[src/rtl/cr_ifu_ibuf_if.sv]
// -----------------------------------------------------------------------------
// cr_ifu_ibuf_if
// Handshake bundle between the IFU fetch/decode logic and the instruction
// buffer.
//   master : fetch/decode side (drives push, pop and flush, sees buffer status)
//   slave  : instruction buffer side
// Signals:
//   ifu_ibuf_flush            discard all buffered halfwords
//   ifu_ibuf_push_vld         fetch data valid
//   ifu_ibuf_push_upper_only  only push_data[31:16] is valid
//   ifu_ibuf_push_data        fetch data, low halfword is older
//   ibuf_ifu_push_rdy         at least two free entries
//   ifu_ibuf_pop              decode consumes the head instruction
//   ibuf_ifu_inst_vld         complete instruction at the head
//   ibuf_ifu_inst_data        {entry[rd+1], entry[rd]}
//   ibuf_ifu_inst_is32        head halfword opens a 32-bit instruction
//   ibuf_ifu_entry_cnt        occupied halfwords, 0..4
// -----------------------------------------------------------------------------
interface cr_ifu_ibuf_if;
   logic        ifu_ibuf_flush;
   logic        ifu_ibuf_push_vld;
   logic        ifu_ibuf_push_upper_only;
   logic [31:0] ifu_ibuf_push_data;
   logic        ibuf_ifu_push_rdy;
   logic        ifu_ibuf_pop;
   logic        ibuf_ifu_inst_vld;
   logic [31:0] ibuf_ifu_inst_data;
   logic        ibuf_ifu_inst_is32;
   logic [2:0]  ibuf_ifu_entry_cnt;

   modport master (
      output ifu_ibuf_flush, ifu_ibuf_push_vld, ifu_ibuf_push_upper_only,
             ifu_ibuf_push_data, ifu_ibuf_pop,
      input  ibuf_ifu_push_rdy, ibuf_ifu_inst_vld, ibuf_ifu_inst_data,
             ibuf_ifu_inst_is32, ibuf_ifu_entry_cnt
   );

   modport slave (
      input  ifu_ibuf_flush, ifu_ibuf_push_vld, ifu_ibuf_push_upper_only,
             ifu_ibuf_push_data, ifu_ibuf_pop,
      output ibuf_ifu_push_rdy, ibuf_ifu_inst_vld, ibuf_ifu_inst_data,
             ibuf_ifu_inst_is32, ibuf_ifu_entry_cnt
   );
endinterface

[src/rtl/cr_ifu_ibuf.sv]
// -----------------------------------------------------------------------------
// cr_ifu_ibuf
// Four-entry 16-bit-halfword instruction buffer between fetch and decode.
// Accepts one or two halfwords per cycle and presents one 16- or 32-bit
// instruction per cycle. All outputs depend on registered state only.
// Ports:
//   forever_cpuclk                      clock
//   cpurst                              asynchronous active-high reset
//   ibuf                                handshake bundle (slave side)
//   randclk_ibuf_push_mod_en_w3         forced write-pointer clock enable
//   randclk_ibuf_pop_mod_en_w3          forced read-pointer clock enable
//   randclk_ibuf_entry_data_mod_en_w16  forced per-entry data clock enables
// -----------------------------------------------------------------------------
module cr_ifu_ibuf (
   input  logic                forever_cpuclk,
   input  logic                cpurst,
   cr_ifu_ibuf_if.slave        ibuf,
   input  logic                randclk_ibuf_push_mod_en_w3,
   input  logic                randclk_ibuf_pop_mod_en_w3,
   input  logic [3:0]          randclk_ibuf_entry_data_mod_en_w16
);

   logic [1:0]  wr_ptr, wr_ptr_nxt, wr_ptr_p1;
   logic [1:0]  rd_ptr, rd_ptr_nxt, rd_ptr_p1;
   logic [2:0]  cnt, cnt_nxt;
   logic [15:0] entry     [4];
   logic [15:0] entry_nxt [4];
   logic [3:0]  entry_we;
   logic [3:0]  entry_en;
   logic        wr_en, rd_en;
   logic        push_rdy, push_acc, pop_acc;
   logic        is32, inst_vld;
   logic [2:0]  push_dec, pop_dec;

   assign wr_ptr_p1 = wr_ptr + 2'd1;
   assign rd_ptr_p1 = rd_ptr + 2'd1;

   // Status is derived from registered state only; a same-cycle pop never
   // frees room for that cycle's push.
   assign push_rdy = (cnt <= 3'd2);
   assign is32     = (entry[rd_ptr][1:0] == 2'b11);
   assign inst_vld = (cnt != 3'd0) && (!is32 || (cnt >= 3'd2));

   assign ibuf.ibuf_ifu_push_rdy  = push_rdy;
   assign ibuf.ibuf_ifu_inst_vld  = inst_vld;
   assign ibuf.ibuf_ifu_inst_is32 = is32;
   assign ibuf.ibuf_ifu_inst_data = {entry[rd_ptr_p1], entry[rd_ptr]};
   assign ibuf.ibuf_ifu_entry_cnt = cnt;

   assign push_acc = ibuf.ifu_ibuf_push_vld & push_rdy & ~ibuf.ifu_ibuf_flush;
   assign pop_acc  = ibuf.ifu_ibuf_pop & inst_vld & ~ibuf.ifu_ibuf_flush;
   assign push_dec = !push_acc ? 3'd0 : (ibuf.ifu_ibuf_push_upper_only ? 3'd1 : 3'd2);
   assign pop_dec  = !pop_acc  ? 3'd0 : (is32 ? 3'd2 : 3'd1);

   always_comb begin
      // NOTE: every always_comb output is given a default first, so no path
      // leaves a signal unassigned and no latch is inferred.
      wr_ptr_nxt = wr_ptr;
      rd_ptr_nxt = rd_ptr;
      cnt_nxt    = cnt + push_dec - pop_dec;
      entry_we   = '0;
      for (int k = 0; k < 4; k++) entry_nxt[k] = entry[k];

      if (ibuf.ifu_ibuf_flush) begin
         // Flush only rewinds the pointers; entry data is left in place.
         wr_ptr_nxt = 2'd0;
         rd_ptr_nxt = 2'd0;
         cnt_nxt    = 3'd0;
      end else begin
         wr_ptr_nxt = wr_ptr + push_dec[1:0];
         rd_ptr_nxt = rd_ptr + pop_dec[1:0];
         if (push_acc) begin
            for (int k = 0; k < 4; k++) begin
               if (ibuf.ifu_ibuf_push_upper_only) begin
                  if (2'(k) == wr_ptr) begin
                     entry_nxt[k] = ibuf.ifu_ibuf_push_data[31:16];
                     entry_we[k]  = 1'b1;
                  end
               end else if (2'(k) == wr_ptr) begin
                  entry_nxt[k] = ibuf.ifu_ibuf_push_data[15:0];
                  entry_we[k]  = 1'b1;
               end else if (2'(k) == wr_ptr_p1) begin
                  entry_nxt[k] = ibuf.ifu_ibuf_push_data[31:16];
                  entry_we[k]  = 1'b1;
               end
            end
         end
      end

      // Forced random-clock enables only open the gate; the next-state value
      // equals the current value unless the group is functionally written.
      wr_en    = ibuf.ifu_ibuf_flush | push_acc | randclk_ibuf_push_mod_en_w3;
      rd_en    = ibuf.ifu_ibuf_flush | pop_acc  | randclk_ibuf_pop_mod_en_w3;
      entry_en = entry_we | randclk_ibuf_entry_data_mod_en_w16;
   end

   // NOTE: sequential state uses non-blocking assignments so every register
   // samples pre-edge values regardless of process ordering.
   always_ff @(posedge forever_cpuclk or posedge cpurst) begin
      if (cpurst) begin
         wr_ptr <= 2'd0;
         rd_ptr <= 2'd0;
         cnt    <= 3'd0;
      end else begin
         if (wr_en) wr_ptr <= wr_ptr_nxt;
         if (rd_en) rd_ptr <= rd_ptr_nxt;
         cnt <= cnt_nxt;
      end
   end

   // NOTE: the entry array is reset deliberately: the head is visible on
   // inst_data/inst_is32 even when empty, so it must read as zero after reset.
   always_ff @(posedge forever_cpuclk or posedge cpurst) begin
      if (cpurst) begin
         for (int k = 0; k < 4; k++) entry[k] <= 16'h0;
      end else begin
         for (int k = 0; k < 4; k++) begin
            if (entry_en[k]) entry[k] <= entry_nxt[k];
         end
      end
   end

endmodule

[src/flat_wrapper.sv]
// flat-port wrapper written by rule: the top's interface ports become plain ports
module cr_ifu_ibuf_flat 
  (forever_cpuclk, cpurst, randclk_ibuf_push_mod_en_w3, randclk_ibuf_pop_mod_en_w3, randclk_ibuf_entry_data_mod_en_w16, ibuf_ifu_ibuf_flush, ibuf_ifu_ibuf_push_vld, ibuf_ifu_ibuf_push_upper_only, ibuf_ifu_ibuf_push_data, ibuf_ifu_ibuf_pop, ibuf_ibuf_ifu_push_rdy, ibuf_ibuf_ifu_inst_vld, ibuf_ibuf_ifu_inst_data, ibuf_ibuf_ifu_inst_is32, ibuf_ibuf_ifu_entry_cnt);
  cr_ifu_ibuf_if ibuf_i ();
  input  logic forever_cpuclk;
  input  logic cpurst;
  input  logic randclk_ibuf_push_mod_en_w3;
  input  logic randclk_ibuf_pop_mod_en_w3;
  input  logic [3:0] randclk_ibuf_entry_data_mod_en_w16;
  input wire logic [$bits(ibuf_i.ifu_ibuf_flush)-1:0] ibuf_ifu_ibuf_flush;
  input wire logic [$bits(ibuf_i.ifu_ibuf_push_vld)-1:0] ibuf_ifu_ibuf_push_vld;
  input wire logic [$bits(ibuf_i.ifu_ibuf_push_upper_only)-1:0] ibuf_ifu_ibuf_push_upper_only;
  input wire logic [$bits(ibuf_i.ifu_ibuf_push_data)-1:0] ibuf_ifu_ibuf_push_data;
  input wire logic [$bits(ibuf_i.ifu_ibuf_pop)-1:0] ibuf_ifu_ibuf_pop;
  output wire logic [$bits(ibuf_i.ibuf_ifu_push_rdy)-1:0] ibuf_ibuf_ifu_push_rdy;
  output wire logic [$bits(ibuf_i.ibuf_ifu_inst_vld)-1:0] ibuf_ibuf_ifu_inst_vld;
  output wire logic [$bits(ibuf_i.ibuf_ifu_inst_data)-1:0] ibuf_ibuf_ifu_inst_data;
  output wire logic [$bits(ibuf_i.ibuf_ifu_inst_is32)-1:0] ibuf_ibuf_ifu_inst_is32;
  output wire logic [$bits(ibuf_i.ibuf_ifu_entry_cnt)-1:0] ibuf_ibuf_ifu_entry_cnt;
  assign ibuf_i.ifu_ibuf_flush = ibuf_ifu_ibuf_flush;
  assign ibuf_i.ifu_ibuf_push_vld = ibuf_ifu_ibuf_push_vld;
  assign ibuf_i.ifu_ibuf_push_upper_only = ibuf_ifu_ibuf_push_upper_only;
  assign ibuf_i.ifu_ibuf_push_data = ibuf_ifu_ibuf_push_data;
  assign ibuf_i.ifu_ibuf_pop = ibuf_ifu_ibuf_pop;
  assign ibuf_ibuf_ifu_push_rdy = ibuf_i.ibuf_ifu_push_rdy;
  assign ibuf_ibuf_ifu_inst_vld = ibuf_i.ibuf_ifu_inst_vld;
  assign ibuf_ibuf_ifu_inst_data = ibuf_i.ibuf_ifu_inst_data;
  assign ibuf_ibuf_ifu_inst_is32 = ibuf_i.ibuf_ifu_inst_is32;
  assign ibuf_ibuf_ifu_entry_cnt = ibuf_i.ibuf_ifu_entry_cnt;
  cr_ifu_ibuf u_core (.forever_cpuclk(forever_cpuclk), .cpurst(cpurst), .ibuf(ibuf_i), .randclk_ibuf_push_mod_en_w3(randclk_ibuf_push_mod_en_w3), .randclk_ibuf_pop_mod_en_w3(randclk_ibuf_pop_mod_en_w3), .randclk_ibuf_entry_data_mod_en_w16(randclk_ibuf_entry_data_mod_en_w16));
endmodule
[config.mk]
export PLATFORM = sky130hd
export DESIGN_NAME = cr_ifu_ibuf_flat
export DESIGN_NICKNAME = d
export VERILOG_FILES = /design/src/rtl/cr_ifu_ibuf_if.sv /design/src/rtl/cr_ifu_ibuf.sv /design/src/flat_wrapper.sv
export SDC_FILE = /design/constraint.sdc
export NUM_CORES = 1
export LEC_CHECK = 0
export BUFFER_PORTS_ARGS = -buffer_cell sky130_fd_sc_hd__buf_2
export CAP_MARGIN = 20
export CORE_ASPECT_RATIO = 0.6
export CORE_MARGIN = 1
export CORE_UTILIZATION = 62
export CTS_BUF_LIST = sky130_fd_sc_hd__clkbuf_4
export CTS_CLUSTER_DIAMETER = 60
export DETAILED_ROUTE_END_ITERATION = 6
export PLACE_DENSITY = 0.95
export SYNTH_ARGS = -nofsm -noshare
export SYNTH_HDL_FRONTEND = slang
export SYNTH_SLANG_ARGS = --single-unit
[constraint.sdc]
create_clock -name forever_cpuclk -period 4.25 [get_ports forever_cpuclk]
set_input_delay 0.6375 -clock forever_cpuclk [delete_from_list [all_inputs] [get_ports forever_cpuclk]]
set_output_delay 0.6375 -clock forever_cpuclk [all_outputs]
set_load 0.02 [all_outputs]
* Word-level counts from Yosys, hierarchy flattened *
Cells that the tools add are included.

word-level totals
  bits in latches = 0
  ROM bits = 0
  output and inout bits = 38
  memories kept = 0
  bits of input ports = 44
  word-level logic and storage cells = 101
  register bits after elaboration = 71
  RAM bits = 0

cells by class
  shifts and indexed selects = 0
  div/mod/pow operators = 0
  muxes and demuxes = 47
  reduce and logical (&&, ||, !) cells = 14
  multiply operators = 0
  magnitude comparators = 4
  equality and inequality tests = 11
  add/sub/neg operators = 6
  bitwise operators = 12

operators by type and width
  cell                   number
  $mux W16               20
  $bmux W16 S2           2
  $reduce_and A5 Y1      4
  $mux W1                16
  $mux W3                3
  $eq A2 B2 Y1 const A   4
  $mux W2                4
  $mux W4                2
  $ne A2 B1 Y1 const B   4
  $reduce_bool A2 Y1     4
  $ge A3 B3 Y1 const B   2
  $not A2 Y3             2
  $add A2 B1 Y2 const B  2
  $add A2 B2 Y2          2
  $and A1 B1 Y1          4
  $eq A1 B2 Y1 const A   2
  $logic_not A2 Y1       2
  $or A1 B1 Y1           4
  $or A4 B4 Y4           1
  $add A3 B3 Y3          1
  $ge A3 B2 Y1 const B   1
  $le A3 B2 Y1 const B   1
  $reduce_bool A3 Y1     1
  $sub A3 B3 Y3          1
  5 further kinds        5

* Logic depth before layout (Yosys ltp) *
Gate-level depths: netlist (run 1).

  depth in word-level cells = 13
  gate-level depth with buffers = 11
  depth with buffers taken out = 10

* Least setup slack after synthesis (run 1) *
No wires, ideal clock.

  kind = register to register
  start point = reg u_core.rd_ptr[0]
  end point = reg u_core.cnt[2], in the netlist u_core.ibuf.ibuf_ifu_entry_cnt[2]
  slack = 1.736 ns
  clock period less this slack = 2.514 ns
  arrival time = 2.393 ns
  setup time = 0.122 ns
  stages on the path, launching flop included = 12
  cells stage by stage = dfrtp_1 buf_6 mux4_2 nand2_2 o311a_1 ha_1 inv_1 ha_1 inv_1 fa_1 xnor2_1 nor2_1

between the ends
  cells in the longest elaborated chain, start to end = 13

ends and longest elaborated chain
  element                                         RTL line            source
  from (decl)                                     cr_ifu_ibuf.sv:24   logic [1:0] rd_ptr, rd_ptr_nxt, rd_ptr_p1;
  from (signal assigned)                          cr_ifu_ibuf.sv:106  if (rd_en) rd_ptr <= rd_ptr_nxt;
  $not A2 Y3 *                                    n/a
  $bmux W16 S2 *                                  n/a
  $mux W16 (not written as such) * (2 in series)  cr_ifu_ibuf.sv:41   assign is32 = (entry[rd_ptr][1:0] == 2'b11);
  net ibuf_ibuf_ifu_inst_data[1]                  flat_wrapper.sv:17  output wire logic [$bits(ibuf_i.ibuf_ifu_inst_data)-1:0] ibuf_ibuf_ifu_inst_data;
  $eq A2 B2 Y1 *                                  cr_ifu_ibuf.sv:41
  $logic_not A1 Y1                                cr_ifu_ibuf.sv:42   assign inst_vld = (cnt != 3'd0) && (!is32 || (cnt >= 3'd2));
  $logic_or A1 B1 Y1                              cr_ifu_ibuf.sv:42
  $logic_and A1 B1 Y1                             cr_ifu_ibuf.sv:42
  $and A1 B1 Y1 (2 in series)                     cr_ifu_ibuf.sv:51   assign pop_acc = ibuf.ifu_ibuf_pop & inst_vld & ~ibuf.ifu_ibuf_flush;
  $mux W3 *                                       cr_ifu_ibuf.sv:53   assign pop_dec = !pop_acc ? 3'd0 : (is32 ? 3'd2 : 3'd1);
  $sub A3 B3 Y3 *                                 cr_ifu_ibuf.sv:60   cnt_nxt = cnt + push_dec - pop_dec;
  $mux W3 *                                       cr_ifu_ibuf.sv:64   if (ibuf.ifu_ibuf_flush) begin
  net u_core.cnt_nxt[2]                           cr_ifu_ibuf.sv:25   logic [2:0] cnt, cnt_nxt;
  to (signal assigned)                            cr_ifu_ibuf.sv:107  cnt <= cnt_nxt;
  to (decl)                                       cr_ifu_ibuf.sv:25

The timed path passes the listed nets; every way through them passes the cells marked *. The select of a mux whose other input is x is not followed.
A chain may end at the register's enable or synchronous reset.

* Worst setup path after layout (run 1) *
  start point = reg u_core.rd_ptr[0]
  end point = out ibuf_ibuf_ifu_inst_data[11]

between the ends
  cells in the longest elaborated chain, start to end = 4

ends and longest elaborated chain
  element                           RTL line            source
  $not A2 Y3 (not written as such)  cr_ifu_ibuf.sv:47   assign ibuf.ibuf_ifu_inst_data = {entry[rd_ptr_p1], entry[rd_ptr]};
  $bmux W16 S2                      cr_ifu_ibuf.sv:47
  $mux W16 (2 in series)            n/a
  to (decl)                         flat_wrapper.sv:17

No other way between the ends. The select of a mux whose other input is x is not followed.

==> results.ini, run 1 <==
[grt]
first_global_vias=3282
global_route_wire_length_before_repair_mm=16.4
total_congestion_overflow=0
antenna_found_initial=0
gr-usage-all-layers_pct=30.7
grt_max_degree=42

[timing]
final_period_util_pct=66.0
finalSetupViolations=0
timing.final.crit_period_ps=2800
final.setup.worst_slack_ps=1450
final-hold-violation-count=0
maxSlewViolCount=0
relSlewSlack_pct=23.1
tightest_slew_ps=1150
clock.fmax_mhz=357
fin_tns_setup_ps=0
rsz0062_at_grt=no
worst_clock_skew_ps=5.56

[status]
status=completed

[clocking]
number_of_buffers_created_by_cts=9
clock_sink_count=71
clock_edge_transition_at_the_registers_on_the_reported_setup_and_hold_paths_ps=100
tritoncts_clock_tree=yes
cts_max_path_bufs=2
cts-root-buf=clkbuf_4
postCtsSetupBuffers=0
post_cts.resized_instances=0
cts_hold_buf=0
clk-insertion-delay-late_ps=420
ctsHtreeMaxLevel=3

[worst_setup_path]
list_of_cells_traversed_by_the_critical_path=buf_4 -> mux4_2 -> buf_2
worst_ep_required_time_ps=3610
reg2reg_to=u_core.ibuf.ibuf_ifu_entry_cnt[2]
timing.critical_path.to_type=output pin
critPathKind=register to output pin
startpoint=u_core.rd_ptr[0]
data_arrival_time_of_the_critical_path_ps=2170
worst_r2r_path_depth=10
critical-path-max-stage-delay_ps=590
path_max_fanout=27
worst-r2r-setup-slack_ps=1600
crit_path_top_delay_cell=mux4_2
crit-reg2reg-launch=u_core.rd_ptr[0]
critPathLaunchType=register

[route]
detail_route.drc_violations=0
metal1_wirelength_mm=4.64
route.vias.total=3477
maxUsedRoutingLayer=met4
wl_mm=10.5
drtPass1Iterations=4
wl_met2_mm=4.95
total_length_of_routed_met3_wires_um=865
drt_iter0_drc=276
drt-vias-per-instance=6.21
ant_nets=0
wire_per_inst_um=18.8

[pwr]
power.ir.vdd_worst_uv=410
power.static_leakage_nw=2.21
power-per-cell-area_mw_per_mm2=651

[floorplanning]
row_count=23
placeableCoreArea_mm2=0.00673
floorplan.initialDensity_pct=64.8
die_w_um=110
die_h_um=67.0
die_area_mm2=0.00739
io_pins=82

[synth]
mappedNetlistNets=453
yosys.area.top_type=dfrtp_1
postSynthRegisterBits=71
post-synth-top-area-fraction_pct=40.7
register_area_share_after_synthesis_pct=40.7
post_synth_inst_count=397
yosys_warnings=0
ys_top_cells_by_area=dfrtp_1 (41%), mux4_2 (17%), mux2i_1 (15%), o21ai_1 (5.8%), nand2_1 (4.6%)
syn_area_mm2=0.00437
postSynthAreaPerCell_um2=11.0
synth.distinct_cells=31

[job]
drv_cap=0

[layout]
area.growth.synth_to_final_pct=13.8
layout.cell_area.non_filler_mm2=0.00497
finish.net_count=523
post_layout_nonfiller_instances=560
drive_above_1_share_pct=31.1

[placed_design]
gp_congestion=0.808
place_ws_ps=1610
place_area_mm2=0.00480
hpwlAfterDp_mm=7.15
place_inst=540
numPortBuffers=77

[hold_path]
type_of_the_most_critical_hold_path=input pin to asynchronous set/reset pin

[cell families (layout without fill, tap and decap cells)]
group,count (synthesis),in the layout,share of synthesized area (%)
adder cells (fa/ha/maj),12,12,3.78
buffers and inverters,43,118,4.38
XOR/XNOR,3,3,0.602
multiplexers,97,97,31.4
AND/OR/NAND/NOR,90,90,8.91
flip-flops,71,71,40.7
AO/OA/AOI/OAI,81,81,10.2
other,0,1,0
[sequential cells by signal (all words and copies together) (netlist names)]
name / cells
u_core.entry: 64
u_core.wr_ptr: 2
u_core.ibuf.ibuf_ifu_entry_cnt: 3
u_core.rd_ptr: 2
[Yosys cell counts]
cell	count
nor3_1	2
o211ai_1	1
a21oi_1	18
o21ai_2	1
o21ai_1	51
o21ai_0	2
nor3_2	2
nand3b_1	1
nor2_1	22
a31o_4	1
mux4_2	32
dfrtp_1	71
clkbuf_1	10
buf_6	1
a21o_1	4
ha_1	10
nand3_1	1
nand4b_2	1
o311a_1	1
a32o_1	1
inv_1	11
buf_2	18
nand2_1	53
mux2i_1	65
nor2b_1	6
fa_1	2
inv_2	3
or3_1	1
a21boi_1	1
nand2_2	1
xnor2_1	3
[worst max-delay path by stage]
stage | depth (start not counted) | end | slack (ps)
floorplan | 11 | u_core.ibuf.ibuf_ifu_entry_cnt[2] | 1740
global placement | 10 | u_core.ibuf.ibuf_ifu_entry_cnt[2] | 1670
detailed placement | 10 | u_core.ibuf.ibuf_ifu_entry_cnt[2] | 1610
CTS | 3 | ibuf_ibuf_ifu_inst_data[11] | 1390
global route | 3 | ibuf_ibuf_ifu_inst_data[11] | 1290
finish | 3 | ibuf_ibuf_ifu_inst_data[11] | 1450
[cell usage in the layout, fill, tap and decap left out, drive strengths merged, types with 2 or more instances in the layout]
cell type  Yosys  layout
buf           19      88
dfrtp         71      71
mux2i         65      65
nand2         54      54
o21ai         54      54
mux4          32      32
nor2          22      22
a21oi         18      18
inv           14      14
ha            10      10
clkbuf        10       9
clkinv         0       6
nor2b          6       6
a21o           4       4
nor3           4       4
xnor2          3       3
fa             2       2
[critical path: cells and delay by family, from the launching register on]
kind	cells	cell delay (ps)
muxes	1	590
DFF	1	520
buffers and inverters	2	630
[per-layer routing]
metal | up-vias | GRT usage, %
li1 | 1569 | -
met1 | 1744 | 41.7
met2 | 152 | 48.9
met3 | 12 | 8.12
met4 | 0 | 8.39
met5 | - | 0
[stage by stage]
step | hold WS (ps) | utilization (%) | total power [W]
6_report | 289 | 73.8 | 0.00324
3_3_place_gp | 479 | 71.3 | 0.00273
2_1_floorplan | 467 | - | 0.00235
5_1_grt | 319 | 73.8 | 0.00345
3_5_place_dp | 499 | 71.3 | 0.00283
4_1_cts | 286 | 73.1 | 0.00323
[cell type report]
| class | instances | area [um^2] |
|---|---|---|
| well taps | 87 | 109 |
| fillers | 455 | 1760 |
| clock buffers | 9 | 67.6 |
| clock inverters | 7 | 53.8 |
| repair buffers | 88 | 490 |
| multi-input cells | 283 | 2410 |
| flip-flops and latches | 71 | 1780 |
| inverters | 14 | 52.6 |
| diodes | 1 | 2.50 |
[power breakdown]
part	total (W)	switching, W	internal, W
registers	0.00127	0.000278	0.000994
logic	0.00157	0.000854	0.000712
clock network	0.000399	0.000230	0.000169
Note: power is estimated with default switching activity, not from simulation.
==> run 2, diff against run 1 <==
CORE_UTILIZATION = 52   (was 62)
PLACE_DENSITY = 0.89   (was 0.95)
clock period = 2.49 ns   (was 4.25 ns; I/O delays follow)
==> run 2 against run 1 <==
The flow now finishes with violations (setup timing). Clock skew increased by 18 ps. Hold slack worse by 30 ps. Count of clock-buffer cells in the layout is 1 higher. Utilization shrank 10 points. Combinational power grew 78%. Critical path depth rose by 6. Sequential share of layout area fell by 0.96 points. Power up 75%. Final area grew 2.7%. Cell count grew 5.2%. Routed wire length fell by 0.77%.
==> results.ini, run 2 (synthesis results as in run 1) <==
[clocking]
ctsHtreeMaxLevel=3
cts_max_path_bufs=2
clock_sink_count=71
number_of_buffers_created_by_cts=9
clk-insertion-delay-late_ps=440
tritoncts_clock_tree=yes
clock_edge_transition_at_the_registers_on_the_reported_setup_and_hold_paths_ps=130
cts-root-buf=clkbuf_4

[pwr]
power.ir.vdd_worst_uv=487
power.static_leakage_nw=2.27
share_comb_of_total_power_pct=49.2
power-per-cell-area_mw_per_mm2=1110
power_switching_share_pct=42.0
power.share.clock_pct=13.0
internal_power_contribution_w=0.00329
power_w=0.00567
netSwitchingPower_w=0.00238
pwr-share-seq_pct=37.9

[timing]
finalSetupViolations=1
clock.fmax_mhz=400
maxSlewViolCount=0
final-hold-violation-count=0
timing.final.crit_period_ps=2500
worst_clock_skew_ps=23.7
tightest_slew_ps=581
rsz0062_at_grt=yes
finalHoldWorstSlack_ps=258
final_period_util_pct=100
final.setup.worst_slack_ps=-8.47
relSlewSlack_pct=61.2

[floorplanning]
floorplan.initialDensity_pct=54.5
row_count=25
die_w_um=120
die_area_mm2=0.00878
io_pins=82
die_h_um=73.0
placeableCoreArea_mm2=0.00801

[layout]
largest_register_ffs=64
area.growth.synth_to_final_pct=16.9
multi_input_area_mm2=0.00244
most-common-layout-cells=buf_2 (76), dfrtp_1 (69), mux2i_1 (65)
finish.net_count=532
area.sequential_mm2=0.00178
drive_above_1_share_pct=33.9
largest_register=u_core.entry
most_frequent_standard_cell_in_the_layout_excluding_fill_and_tap_cells=buf_2
insertedDiodeCount=0
layout.cell_area.non_filler_mm2=0.00511
fillers=641

[route]
drt-vias-per-instance=5.75
route.vias.total=3386
wl_mm=10.5
wire_per_inst_um=17.8
metal1_wirelength_mm=4.51
drtPass1Iterations=4
maxUsedRoutingLayer=met4
ant_nets=0
detail_route.drc_violations=0
wl_met2_mm=4.90
total_length_of_routed_met3_wires_um=890
drt_iter0_drc=214

[worst_setup_path]
critPathMostFrequentCell=ha_1
critical-path-max-stage-delay_ps=610
critPathKind=register to register
list_of_cells_traversed_by_the_critical_path=mux4_2 -> nand2_4 -> o311a_1 -> ha_1 -> inv_1 -> ha_1 -> inv_2 -> fa_2 -> nor2_1
path_max_fanout=4
crit_path_top_delay_cell=mux4_2
timing.critical_path.to_type=register
worst_ep_required_time_ps=2820
critPathLaunchType=register
data_arrival_time_of_the_critical_path_ps=2830

[grt]
grt_max_degree=33
global_route_wire_length_before_repair_mm=16.9
gr-usage-all-layers_pct=26.1
total_congestion_overflow=0
antenna_found_initial=0
first_global_vias=3284

[placed_design]
place_area_mm2=0.00490
place_ws_ps=30.3
numPortBuffers=77
hpwlAfterDp_mm=7.26
gp_congestion=0.796

[job]
drv_cap=0

[status]
failed_checks=setup timing
status=finished with violations

[hold_path]
type_of_the_most_critical_hold_path=input pin to register

[run 2: cell types whose count changed in the layout (fill, tap and decap cells not counted), sizes merged]
cell / delta
clkinv: -4
clkbuf: +1
dlygate4sd3: +1
clkinvlp: +3
diode: -1
buf: +8
[run 2: repair_timing]
| item | CTS | global route |
|---|---|---|
| gates resized for setup | 0 | 8 |
| endpoints found under the hold margin | 23 | 0 |
| setup buffers | 0 | 3 |
| setup endpoints to repair | 0 | 18 |
| hold buffers | 1 | 0 |
[run 2: final cells by class]
class                      instances  area share (%)
sequential                        71            34.8
clock inverter                     6            1.20
multi-input combinational        283            47.8
tap                              108            2.65
inverter                          14            1.03
timing repair buffer              97            11.0
clock buffer                      10            1.47
[run 2: critical path: cells and delay by family, from the launching register on]
family,cells,cell delay (ps)
muxes,1,610
buffers and inverters,2,100
and+or+nand+nor,2,160
AOI/OAI and AO/OA,1,190
DFF,1,440
adders and majority gates,3,880
[run 2: worst paths after layout]
check	cells after the start	startpoint	end	slack (ps)
min in group asynchronous	3	cpurst	u_core.entry[33]	520
worst min register to register	2	u_core.entry[15]	u_core.entry[15]	520
worst min-delay path	3	ibuf_ifu_ibuf_push_data[15]	u_core.entry[15]	260
worst max-delay path	9	u_core.rd_ptr[0]	u_core.ibuf.ibuf_ifu_entry_cnt[1]	-8
worst max register to register	9	u_core.rd_ptr[0]	u_core.ibuf.ibuf_ifu_entry_cnt[1]	-8
max in group asynchronous	4	cpurst	u_core.entry[41]	1360
[run 2: metal layers]
layer	GRT usage (%)	vias up
li1	-	1586
met1	35.5	1655
met2	40.0	131
met3	7.97	14
met4	9.88	0
met5	0	-
[run 2: through the flow]
stage | TNS (ps) | std cells | util (%)
floorplan | -2.58 | 397 | -
global placement | 0 | 569 | 61.2
detailed placement | 0 | 569 | 61.2
CTS | 0 | 586 | 63.0
global route | -135 | 589 | 63.8
finish | -8.47 | 589 | 63.8
[run 2: power by group through the flow]
stage                     logic [W]  clock network, W  registers [W]
final                       0.00279          0.000737        0.00215
after global placement      0.00261                 0        0.00209
after detailed placement    0.00269                 0        0.00215
after CTS                   0.00270          0.000760        0.00213
after global routing        0.00304          0.000813        0.00223
after floorplan             0.00200                 0        0.00202
==> run 3, diff against run 2 <==
RECOVER_POWER = 25   (was default)
==> run 3 against run 2 <==
The flow still finishes with violations (setup timing). Count of clock-buffer cells in the layout unchanged. Via count is 0.27% higher. Clock skew shrank 1.6 ps. Sequential share of layout area grew 0.13 points. First-iteration DRC count rose by 5.1%. Worst setup slack lost 2.7 ps. Global-route usage unchanged. Power hardly changed. Hold slack worse by 1.3 ps. Register-to-register slack barely moved. Critical path type unchanged. Critical endpoint unchanged. Largest cell class unchanged. Highest routed layer unchanged.
==> results.ini, run 3 (synthesis results as in run 1) <==
[floorplanning]
die_area_mm2=0.00878
placeableCoreArea_mm2=0.00801
io_pins=82
die_h_um=73.0
floorplan.initialDensity_pct=54.5
die_w_um=120
row_count=25

[pwr]
power.share.clock_pct=12.9
pwr-share-seq_pct=38.0
power.static_leakage_nw=2.26
netSwitchingPower_w=0.00239
share_comb_of_total_power_pct=49.1
internal_power_contribution_w=0.00329
power_switching_share_pct=42.1
power-per-cell-area_mw_per_mm2=1120
power.ir.vdd_worst_uv=487

[timing]
worst_clock_skew_ps=22.1
tightest_slew_ps=1000
fin_tns_setup_ps=-17.4
clock.fmax_mhz=400
rsz0062_at_grt=yes
final_period_util_pct=100
finalSetupViolations=2
maxSlewViolCount=0
relSlewSlack_pct=33.2
final-hold-violation-count=0
final.setup.worst_slack_ps=-11.1
timing.final.crit_period_ps=2500

[clocking]
tritoncts_clock_tree=yes
ctsHtreeMaxLevel=3
clk-insertion-delay-late_ps=440
clock_edge_transition_at_the_registers_on_the_reported_setup_and_hold_paths_ps=130
cts-root-buf=clkbuf_4
cts_max_path_bufs=2
number_of_buffers_created_by_cts=9
clock_sink_count=71

[status]
status=finished with violations
failed_checks=setup timing

[route]
detail_route.drc_violations=0
drtPass1Iterations=4
wire_per_inst_um=17.8
drt-vias-per-instance=5.76
wl_mm=10.5
drt_iter0_drc=225
route.vias.total=3395
ant_nets=0

[worst_setup_path]
reg2reg_to=u_core.ibuf.ibuf_ifu_entry_cnt[1]
critical-path-max-stage-delay_ps=610
crit_path_top_delay_cell=mux4_2
list_of_cells_traversed_by_the_critical_path=mux4_2 -> nand2_4 -> o311a_1 -> ha_1 -> inv_1 -> ha_1 -> inv_2 -> fa_2 -> nor2_1
timing.critical_path.to_type=register
worst_ep_required_time_ps=2820
critPathKind=register to register
critPathLaunchType=register
path_max_fanout=4
crit-reg2reg-launch=u_core.rd_ptr[0]
worst_r2r_path_depth=9
data_arrival_time_of_the_critical_path_ps=2830
critPathMostFrequentCell=ha_1
worst-r2r-setup-slack_ps=-10

[layout]
layout.cell_area.non_filler_mm2=0.00509
most-common-layout-cells=buf_2 (76), dfrtp_1 (69), mux2i_1 (65)
multi_input_area_mm2=0.00244
fillers=645
finish.net_count=532
area.sequential_mm2=0.00178
most_frequent_standard_cell_in_the_layout_excluding_fill_and_tap_cells=buf_2
area.growth.synth_to_final_pct=16.5
post_layout_nonfiller_instances=589
largest_register_ffs=64
insertedDiodeCount=0
drive_above_1_share_pct=33.5
largest_register=u_core.entry

[placed_design]
place_area_mm2=0.00490
place_inst=569
numPortBuffers=77
gp_congestion=0.796
hpwlAfterDp_mm=7.26

[grt]
total_congestion_overflow=0
grt_max_degree=33
global_route_wire_length_before_repair_mm=16.9
antenna_found_initial=0
gr-usage-all-layers_pct=26.1
first_global_vias=3284

[hold_path]
type_of_the_most_critical_hold_path=input pin to register
whs_path_cells=3
holdCritStartpoint=ibuf_ifu_ibuf_push_data[24]
min_delay_worst_endpoint=u_core.entry[8]

[job]
drv_cap=0

[run 3: cell types whose count changed in the layout (fill, tap and decap cells not counted)]
cell,delta
buf_12,-1
buf_4,-1
clkbuf_1,+1
clkbuf_2,+1
inv_1,+1
inv_2,-1
[run 3: metal layers]
metal / global-route usage, % / vias up / routed length [um]
li1: - / 1590 / -
met1: 35.5 / 1670 / 4710
met2: 40.0 / 121 / 4900
met3: 7.97 / 14 / 731
met4: 9.88 / 0 / 161
met5: 0 / - / 0
[run 3: final cells by class]
type                    instances  share of cell area [%]
inverters                      14                    1.03
well taps                     108                    2.66
clock buffers                  10                    1.48
repair buffers                 97                    10.6
multi-input cells             283                    48.0
clock inverters                 6                    1.21
flip-flops and latches         71                    35.0
[run 3: how the worst max path moves through the flow]
stage                                start                                end  slack (ps)  cells after the start
final                     u_core.rd_ptr[0]  u_core.ibuf.ibuf_ifu_entry_cnt[1]         -10                      9
after global routing      u_core.rd_ptr[0]  u_core.ibuf.ibuf_ifu_entry_cnt[2]         -80                     10
after CTS                 u_core.rd_ptr[0]  u_core.ibuf.ibuf_ifu_entry_cnt[1]          10                      9
after detailed placement  u_core.rd_ptr[0]  u_core.ibuf.ibuf_ifu_entry_cnt[1]          30                      9
after global placement    u_core.rd_ptr[0]  u_core.ibuf.ibuf_ifu_entry_cnt[1]          70                      9
after floorplan           u_core.rd_ptr[0]  u_core.ibuf.ibuf_ifu_entry_cnt[1]          -3                     10
[run 3: what timing repair did]
action / CTS / global route
hold endpoints to repair: 23 / 0
setup buffers: 0 / 3
resized for setup: 0 / 8
hold buffers: 1 / 0
endpoints found under the setup margin: 0 / 18
[run 3: power by group through the flow]
| stage | combinational, W | sequential [W] | clock [W] |
|---|---|---|---|
| 2_1_floorplan | 0.00200 | 0.00202 | 0 |
| 3_5_place_dp | 0.00269 | 0.00215 | 0 |
| 4_1_cts | 0.00270 | 0.00213 | 0.000760 |
| 5_1_grt | 0.00304 | 0.00223 | 0.000813 |
| 3_3_place_gp | 0.00261 | 0.00209 | 0 |
| 6_report | 0.00279 | 0.00216 | 0.000733 |
[run 3: per-stage QoR]
stage	utilization (%)	total power, W	hold WS [ps]	setup WS, ps
after detailed placement	61.2	0.00484	460	30.3
after floorplan	-	0.00402	467	-2.58
after global placement	61.2	0.00470	463	73.2
final	63.5	0.00568	257	-11.1
after global routing	63.5	0.00607	211	-81.3
after CTS	63.0	0.00559	218	11.4
[run 3: critical path, delay by kind of cell (launching register included)]
family | cells | cell delay, ps
adders and majority gates | 3 | 880
muxes | 1 | 610
DFF | 1 | 440
AOI/OAI and AO/OA | 1 | 190
and+or+nand+nor | 2 | 160
buffers and inverters | 2 | 100
